===== config.mk =====
export PLATFORM = sky130hd
export DESIGN_NAME = systolic_frame_sched_flat
export DESIGN_NICKNAME = d
export VERILOG_FILES = /design/src/rtl/systolic_pkg.sv /design/src/rtl/systolic_frame_sched_if.sv /design/src/rtl/systolic_beat_ctr.sv /design/src/rtl/systolic_frame_sched.sv /design/src/flat_wrapper.sv
export SDC_FILE = /design/constraint.sdc
export NUM_CORES = 1
export LEC_CHECK = 0
export ABC_CLOCK_PERIOD_IN_PS = 1700
export CAP_MARGIN = 20
export CORE_AREA = 2 2 51 53
export DETAILED_ROUTE_END_ITERATION = 8
export DIE_AREA = 0 0 53 55
export PLACE_DENSITY_LB_ADDON = 0.12
export RECOVER_POWER = 100
export SLEW_MARGIN = 0
export SYNTH_ARGS = -nofsm -noshare
export SYNTH_HDL_FRONTEND = slang
export SYNTH_SLANG_ARGS = --single-unit

===== constraint.sdc =====
create_clock -name clk -period 1.7 [get_ports clk]
set_clock_uncertainty 0.1 [all_clocks]
set_input_delay 0.255 -clock clk [delete_from_list [all_inputs] [get_ports clk]]
set_output_delay 0.255 -clock clk [all_outputs]
set_load 0.05 [all_outputs]

===== src/rtl/systolic_pkg.sv =====
// Shared constants and state encoding for the systolic frame scheduler.
package systolic_pkg;

    localparam int DEF_BLOCK_LEN = 16;
    localparam int BEAT_W        = 4;

    typedef enum logic [1:0] {
        ST_IDLE  = 2'd0,
        ST_HUNT  = 2'd1,
        ST_RUN   = 2'd2,
        ST_DRAIN = 2'd3
    } state_t;

endpackage


===== src/rtl/systolic_frame_sched_if.sv =====
// Bus between the frame scheduler and its host: run/marker inputs and
// buffer control outputs. The scheduler uses the slave modport.
interface systolic_frame_sched_if;
    import systolic_pkg::*;

    logic              en;
    logic              mark_in;
    logic              wr_en;
    logic [BEAT_W-1:0] wr_idx;
    logic              swap;
    logic              rd_valid;
    logic [BEAT_W-1:0] rd_idx;
    logic              busy;
    logic              sync_err;
    logic [7:0]        frame_cnt;

    modport master (
        output en, mark_in,
        input  wr_en, wr_idx, swap, rd_valid, rd_idx, busy, sync_err, frame_cnt
    );

    modport slave (
        input  en, mark_in,
        output wr_en, wr_idx, swap, rd_valid, rd_idx, busy, sync_err, frame_cnt
    );

endinterface


===== src/rtl/systolic_beat_ctr.sv =====
// Beat counter for the frame scheduler. Clear has priority over increment,
// so clr together with inc loads 1 (used when locking on a marker).
module systolic_beat_ctr
    import systolic_pkg::*;
(
    input  logic              clk,
    input  logic              rst,
    input  logic              clr,
    input  logic              inc,
    output logic [BEAT_W-1:0] beat
);

    logic [BEAT_W-1:0] beat_r;

    // Beat register: wraps naturally from all-ones to zero
    always_ff @(posedge clk) begin
        if (rst) begin
            beat_r <= {BEAT_W{1'b0}};
        end else if (clr) begin
            beat_r <= {{(BEAT_W-1){1'b0}}, inc};
        end else if (inc) begin
            beat_r <= beat_r + {{(BEAT_W-1){1'b0}}, 1'b1};
        end else begin
            beat_r <= beat_r;
        end
    end

    assign beat = beat_r;

endmodule


===== src/rtl/systolic_frame_sched.sv =====
// Double-buffered frame scheduler: locks on a frame marker, writes one frame
// while reading the previous one. Define SYSTOLIC_SCHED_MARK_CHECK_EN to re-hunt on marker loss.
module systolic_frame_sched
    import systolic_pkg::*;
#(
    parameter int BLOCK_LEN = DEF_BLOCK_LEN
) (
    input  logic                  clk,
    input  logic                  rst,
    systolic_frame_sched_if.slave bus
);

    localparam logic [BEAT_W-1:0] LAST_BEAT = BEAT_W'(BLOCK_LEN - 1);

    state_t            state_r, state_s;
    logic              full_r, full_s;
    logic              stop_r, stop_s;
    logic [7:0]        frame_cnt_r, frame_cnt_s;
    logic [BEAT_W-1:0] beat_s;
    logic [BEAT_W-1:0] wr_idx_s;
    logic              beat_clr_s, beat_inc_s, wr_en_s, swap_s, mark_lost_s;

    systolic_beat_ctr u_beat_ctr (
        .clk  (clk),
        .rst  (rst),
        .clr  (beat_clr_s),
        .inc  (beat_inc_s),
        .beat (beat_s)
    );

`ifdef SYSTOLIC_SCHED_MARK_CHECK_EN
    logic sync_err_r;
    assign mark_lost_s = (beat_s == {BEAT_W{1'b0}}) && !bus.mark_in;

    // Marker-loss pulse, one cycle after the missing beat-0 marker
    always_ff @(posedge clk) begin
        if (rst) begin
            sync_err_r <= 1'b0;
        end else begin
            sync_err_r <= (state_r == ST_RUN) && mark_lost_s;
        end
    end
    assign bus.sync_err = sync_err_r;
`else
    assign mark_lost_s  = 1'b0;
    assign bus.sync_err = 1'b0;
`endif

    // Next state, beat control and write-side strobes
    always_comb begin
        state_s     = state_r;
        full_s      = full_r;
        stop_s      = stop_r;
        frame_cnt_s = frame_cnt_r;
        beat_clr_s  = 1'b0;
        beat_inc_s  = 1'b0;
        wr_en_s     = 1'b0;
        wr_idx_s    = {BEAT_W{1'b0}};
        swap_s      = 1'b0;
        case (state_r)
            ST_IDLE: begin
                stop_s     = 1'b0;
                beat_clr_s = 1'b1;
                if (bus.en) state_s = ST_HUNT;
                else        state_s = ST_IDLE;
            end
            ST_HUNT: begin
                stop_s     = 1'b0;
                beat_clr_s = 1'b1;
                if (!bus.en) begin
                    state_s = ST_IDLE;
                end else if (bus.mark_in) begin
                    wr_en_s    = 1'b1;
                    beat_inc_s = 1'b1;
                    state_s    = ST_RUN;
                end else begin
                    state_s = ST_HUNT;
                end
            end
            ST_RUN: begin
                if (mark_lost_s) begin
                    full_s     = 1'b0;
                    stop_s     = 1'b0;
                    beat_clr_s = 1'b1;
                    state_s    = ST_HUNT;
                end else begin
                    wr_en_s    = 1'b1;
                    wr_idx_s   = beat_s;
                    beat_inc_s = 1'b1;
                    if (beat_s == LAST_BEAT) begin
                        // A stop request seen anywhere in the frame takes effect here
                        swap_s      = 1'b1;
                        full_s      = 1'b1;
                        frame_cnt_s = frame_cnt_r + 8'd1;
                        stop_s      = 1'b0;
                        if (stop_r || !bus.en) state_s = ST_DRAIN;
                        else                   state_s = ST_RUN;
                    end else begin
                        stop_s  = stop_r | ~bus.en;
                        state_s = ST_RUN;
                    end
                end
            end
            ST_DRAIN: begin
                stop_s     = 1'b0;
                beat_inc_s = 1'b1;
                if (beat_s == LAST_BEAT) begin
                    full_s  = 1'b0;
                    state_s = ST_IDLE;
                end else begin
                    state_s = ST_DRAIN;
                end
            end
            default: begin
                state_s    = ST_IDLE;
                full_s     = 1'b0;
                stop_s     = 1'b0;
                beat_clr_s = 1'b1;
            end
        endcase
    end

    // Control state registers; reset overrides everything
    always_ff @(posedge clk) begin
        if (rst) begin
            state_r     <= ST_IDLE;
            full_r      <= 1'b0;
            stop_r      <= 1'b0;
            frame_cnt_r <= 8'd0;
        end else begin
            state_r     <= state_s;
            full_r      <= full_s;
            stop_r      <= stop_s;
            frame_cnt_r <= frame_cnt_s;
        end
    end

    // IDLE presents every output except busy as zero, including the count
    assign bus.wr_en     = wr_en_s;
    assign bus.wr_idx    = wr_idx_s;
    assign bus.swap      = swap_s;
    assign bus.rd_valid  = full_r && ((state_r == ST_RUN) || (state_r == ST_DRAIN));
    assign bus.rd_idx    = (state_r == ST_IDLE) ? {BEAT_W{1'b0}} : beat_s;
    assign bus.busy      = (state_r != ST_IDLE);
    assign bus.frame_cnt = (state_r == ST_IDLE) ? 8'd0 : frame_cnt_r;

endmodule

===== src/flat_wrapper.sv =====
// flat-port wrapper written by rule: the top's interface ports become plain ports
module systolic_frame_sched_flat import systolic_pkg::*;
#(
    parameter int BLOCK_LEN = DEF_BLOCK_LEN
)
  (clk, rst, bus_en, bus_mark_in, bus_wr_en, bus_wr_idx, bus_swap, bus_rd_valid, bus_rd_idx, bus_busy, bus_sync_err, bus_frame_cnt);
  systolic_frame_sched_if bus_i ();
  input  logic clk;
  input  logic rst;
  input wire logic [$bits(bus_i.en)-1:0] bus_en;
  input wire logic [$bits(bus_i.mark_in)-1:0] bus_mark_in;
  output wire logic [$bits(bus_i.wr_en)-1:0] bus_wr_en;
  output wire logic [$bits(bus_i.wr_idx)-1:0] bus_wr_idx;
  output wire logic [$bits(bus_i.swap)-1:0] bus_swap;
  output wire logic [$bits(bus_i.rd_valid)-1:0] bus_rd_valid;
  output wire logic [$bits(bus_i.rd_idx)-1:0] bus_rd_idx;
  output wire logic [$bits(bus_i.busy)-1:0] bus_busy;
  output wire logic [$bits(bus_i.sync_err)-1:0] bus_sync_err;
  output wire logic [$bits(bus_i.frame_cnt)-1:0] bus_frame_cnt;
  assign bus_i.en = bus_en;
  assign bus_i.mark_in = bus_mark_in;
  assign bus_wr_en = bus_i.wr_en;
  assign bus_wr_idx = bus_i.wr_idx;
  assign bus_swap = bus_i.swap;
  assign bus_rd_valid = bus_i.rd_valid;
  assign bus_rd_idx = bus_i.rd_idx;
  assign bus_busy = bus_i.busy;
  assign bus_sync_err = bus_i.sync_err;
  assign bus_frame_cnt = bus_i.frame_cnt;
  systolic_frame_sched #(.BLOCK_LEN(BLOCK_LEN)) u_core (.clk(clk), .rst(rst), .bus(bus_i));
endmodule

======== Word-level counts from Yosys, hierarchy flattened ========
Index checks and enable logic that the tools add are counted.
storage, ports and cells
  bits of input ports ..................... 4
  logic and storage cells ................. 54
  register bits after elaboration ......... 16
  output and inout bits ................... 21
operators by class
  mux-type cells .......................... 24
  reductions and logical operators ........ 14
  equality and inequality tests ........... 6
  add/subtract/negate cells ............... 2
  bitwise gates (word level) .............. 2
operators with widths
  cell                                                    count
  2-to-1 mux 1 bit                                        13
  adder 8 x 1 -> 8 bit (second input constant)            1
  2-to-1 mux 4 bit                                        2
  2-to-1 mux 8 bit                                        1
  case mux 1 bit (2 select lines)                         4
  case mux 2 bit (4 select lines)                         1
  2-to-1 mux 2 bit                                        3
  nonzero test 2 bit                                      3
  OR reduction 2 bit                                      3
  adder 4 x 1 -> 4 bit (second input constant)            1
  equality test 2 bit (second input constant)             2
  equality test 4 bit (second input constant)             1
  inequality test 2 x 1 -> 1 bit (second input constant)  2
  AND reduction 3 bit                                     1
  OR reduction 3 bit                                      1
  equality test 2 x 1 -> 1 bit (second input constant)    1
  logical NOT 2 bit                                       1
  logical OR 1 bit                                        2
  AND reduction 2 bit                                     1
  logical AND 1 bit                                       1
  logical NOT 1 bit                                       1
  NOT 1 bit                                               1
  OR 1 bit                                                1

======== Depth between registers and ports, before layout ========
  depth after elaboration ................. 5
  depth in mapped cells ................... 7

======== Modules after synthesis ========
From an unflattened synthesis, not the netlist that was laid out.
unflattened totals
  cell total of the unflattened synthesis .. 111
  area, all modules ....................... 930.9 sq um
modules (own cells, without submodules)
  module                sequential area each (sq um)  times used  cells each  area an instance (sq um)
  systolic_frame_sched  240.2                         1           95          762.0
  systolic_beat_ctr     80.1                          1           16          168.9

======== Worst setup path before layout ========
OpenSTA, ideal clock, no wires.
  kind .................................... register to register
  from .................................... register u_core.state_r[0]
  to ...................................... register u_core.frame_cnt_r[4]
  cell stages (with the launch flop) ...... 8
  path buffers ............................ 1
  setup slack ............................. -0.429 ns
  arrival ................................. 1.908 ns
  library setup time ...................... 0.121 ns
  path through ............................ dfxtp_1 -> inv_1 -> ha_1 -> buf_2 -> nand4_4 -> clkinv_1 -> nand4_1 -> mux2_2
between the ends
  word-level cells in the longest chain between the ends .. 2
ends and longest elaborated chain
  what                                  line                         text
  from (decl)                           systolic_frame_sched.sv:15   state_t state_r, state_s;
  from (signal assigned)                systolic_frame_sched.sv:131  state_r <= state_s;
  equality test 2 bit                   systolic_frame_sched.sv:60   case (state_r)
  AND reduction 2 bit (no source line)  --
  to (signal assigned)                  systolic_frame_sched.sv:134  frame_cnt_r <= frame_cnt_s;
  to (decl)                             systolic_frame_sched.sv:18   logic [7:0] frame_cnt_r, frame_cnt_s;
No other way between the ends.
A chain may end at the register's enable or synchronous reset.

======== Worst setup path in the final report ========
  from .................................... register u_core.state_r[0]
  to ...................................... output bus_wr_en
between the ends
  word-level cells in the longest chain between the ends .. 2
ends and longest elaborated chain
  what                                                                 line                        text
  equality test 2 bit or equality test 2 x 1 -> 1 bit (tied branches)  systolic_frame_sched.sv:60
  case mux 1 bit (2 select lines) *                                    systolic_frame_sched.sv:60
  to (decl)                                                            flat_wrapper.sv:12          output wire logic [$bits(bus_i.wr_en)-1:0] bus_wr_en;
Every way passes the cells marked *; elsewhere a longest branch is shown, timed or not.

==> impl_metrics.yaml <==
run_status:
  status: "complete, but fails checks"
  violations: "negative setup slack"
synth:
  netlist_area_um2: 939.7
  synth_seq_cells: 16
  synth_top_cell_by_area: "dfxtp_1"
  yosys-top-cells-area: "dfxtp_1, nor2b_1, ha_1"
  synth_ff_type: "dfxtp_1"
  synth_cell_type_count: 38
  avgSynthCellArea_um2: 8.390
  synthTopCellsByCount: "dfxtp_1, nor2b_1, a21oi_1, nand2_1, nor2_1"
  yosysWarningCount: 0
  async_reset_ff_share_pct: 0
  synth_seq_area_share_pct: 34.09
  synth_edf_count: 0
  synthesis.nets: 122
  synth.most_common_cell: "dfxtp_1"
  synth_cells: 112
  synth_top_area_share_pct: 34.09
layout:
  syn2layout_area_growth_pct: 98.00
  final_core_util_pct: 78.68
  nNetsFinal: 169
  antenna_cells: 0
  layout-drive-gt1-share_pct: 52.53
  n_fill_cell: 152
clock_network:
  htreeDepth: 1
  clkSinkCount: 16
  cts_buffer_depth: 2
  clkTransAtPathRegs_ps: 100
  cts_buffers: 3
  cts-root-buf: "clkbuf_4"
  cts_hold_repair.buffers: 0
  clkLatencyLatePin_ps: 300
  cts_tree: "done"
setup_path:
  end_kind: "primary output"
  r2r-start: "u_core.state_r[1]"
  path_class: "reg2out"
  worstPathRequired_ps: 1340
  critPathLaunch: "u_core.state_r[0]"
  start_kind: "flop"
  r2r_end: "u_core.u_beat_ctr.beat[3]"
  r2r_slack_ps: 30
  cp.arrival_ps: 1420
  endpoint: "bus_wr_en"
  worst-path-max-fanout: 4
  r2r_cells: 6
global_routing:
  grt_pass1_vias: 978
  grt_max_degree: 11
  grt_usage_pct: 21.34
  grt_pass1_wl_um: 4429
  antenna_found_initial: 0
  grt_remaining_overflow: 0
pwr:
  total_power_mw: 0.7761
  powerDensity_mw_per_mm2: 417.1
  vdd_drop_max_mv: 0.4633
  leakagePower_nw: 0.6585
timing:
  holdWs_ps: 408.8
  period_needed_ps: 1780
  fin_setup_tns_ps: -510.9
  hold_viol_final: 0
  maxSlewViolCount: 0
  fin_ws_ps: -79.64
  rsz0062_at_grt: "yes"
  setup_viol_count_final: 16
  timing.final.crit_share_pct: 104.7
  fmax_ghz: 0.5619
routing:
  ant_nets: 0
  dr_wl_met3_um: 129
  met1_length_um: 1194
  drt_wl_total_um: 2912
  route.detailed.drc: 0
  firstDrtPassIters: 4
  top_layer_used: "met4"
  wl_per_cell_um: 15.49
  wl_met2_um: 1532
  vias: 1029
  vias_per_cell: 5.473
  drt-initial-drc-count: 14
floorplan:
  die_x_um: 53
  start_util_pct: 39.74
  core_mm2: 0.002365
  fp.dieArea_mm2: 0.002915
  pin_count: 25
  die_height_um: 55
  fp-row-count: 18
run:
  cap_violations: 0
place:
  dpl.hpwl_um: 1863
  globalplace.congestion: 0.7524
  portBuffers: 23
hold_path:
  hold_path.class: "reg2reg"
[layout make-up]
| cell class | count | area (µm²) | area share [%] |
|---|---|---|---|
| inverter | 7 | 41.29 | 2.219 |
| tap | 30 | 37.54 | 2.017 |
| multi-input combinational | 84 | 773.2 | 41.56 |
| timing repair buffer | 47 | 646.9 | 34.77 |
| sequential | 16 | 325.3 | 17.48 |
| clock buffer | 4 | 36.28 | 1.950 |
[layer usage]
| layer | GRT usage [%] | vias up |
|---|---|---|
| met1 | 24.30 | 502 |
| met2 | 38.13 | 30 |
| li1 | - | 490 |
| met5 | 0 | - |
| met4 | 12.39 | 0 |
| met3 | 3.226 | 7 |
[cells by family (layout without fill, tap and decap cells)]
| group | after synthesis | after routing | share of synthesized area (%) |
|---|---|---|---|
| xor+xnor | 1 | 1 | 0.9323 |
| other cells | 1 | 1 | 0.3991 |
| compound gates | 25 | 25 | 18.24 |
| simple gates | 50 | 50 | 31.82 |
| flops | 16 | 16 | 34.09 |
| buf+inv | 12 | 58 | 5.325 |
| mux | 1 | 1 | 1.198 |
| fa+ha+maj | 6 | 6 | 7.989 |
[cell usage in the layout (no fill, tap or decap), types with 2 or more instances in the layout]
cell / n
inv_1: 3
ha_4: 5
inv_4: 2
nor2_1: 5
buf_8: 2
and2_4: 4
nand2_1: 7
buf_4: 20
o31ai_1: 4
nor2_4: 2
clkdlybuf4s50_1: 3
nand2b_1: 3
nand4_1: 2
nor2b_4: 12
or4_1: 3
buf_12: 20
a21boi_0: 3
clkbuf_4: 3
nand3_1: 3
a21oi_1: 6
dfxtp_1: 14
[stage by stage]
stage	instance area [µm²]	setup WS, ps	instances
2_1_floorplan	975.9	-120.6	112
3_3_place_gp	1546	26.96	177
3_5_place_dp	1546	-24.16	177
4_1_cts	1785	-59.72	184
5_1_grt	1861	-141.6	188
6_report	1861	-79.64	188
[worst min-delay path by stage]
stage,startpoint,endpoint,slack [ps],cells after the start
6_report,u_core.frame_cnt_r[7],u_core.frame_cnt_r[7],410,2
3_3_place_gp,u_core.frame_cnt_r[7],u_core.frame_cnt_r[7],350,2
5_1_grt,u_core.frame_cnt_r[7],u_core.frame_cnt_r[7],440,2
3_5_place_dp,u_core.frame_cnt_r[7],u_core.frame_cnt_r[7],380,2
4_1_cts,u_core.frame_cnt_r[7],u_core.frame_cnt_r[7],400,2
2_1_floorplan,rst,u_core.u_beat_ctr.beat[0],240,1
[worst max-delay path, cell delays in order, from the launching register on]
cell and delay [ps]:
dfxtp_2 370, inv_4 50, ha_4 180, buf_6 130, a31oi_4 170, nor2b_2 80, buf_12 150
[state kept, by name (all words and copies together) (netlist names)]
| register | flops |
|---|---|
| u_core.frame_cnt_r | 8 |
| u_core.full_r | 1 |
| u_core.state_r | 2 |
| u_core.stop_r | 1 |
| u_core.u_beat_ctr.beat | 4 |
[power breakdown]
part           switching (mW)  internal (mW)  leakage, nW
combinational          0.0692         0.0613        0.507
clock                   0.136          0.131       0.0210
sequential            0.00249          0.376        0.130
total                   0.208          0.568        0.658
[timing repair]
action                                  CTS  global route
buffers inserted                          3             3
gates resized for setup                  45             8
gates cloned                              0             1
endpoints found under the setup margin   25            23
pin swaps                                 3             3
Power figures use the tool's default switching activity.
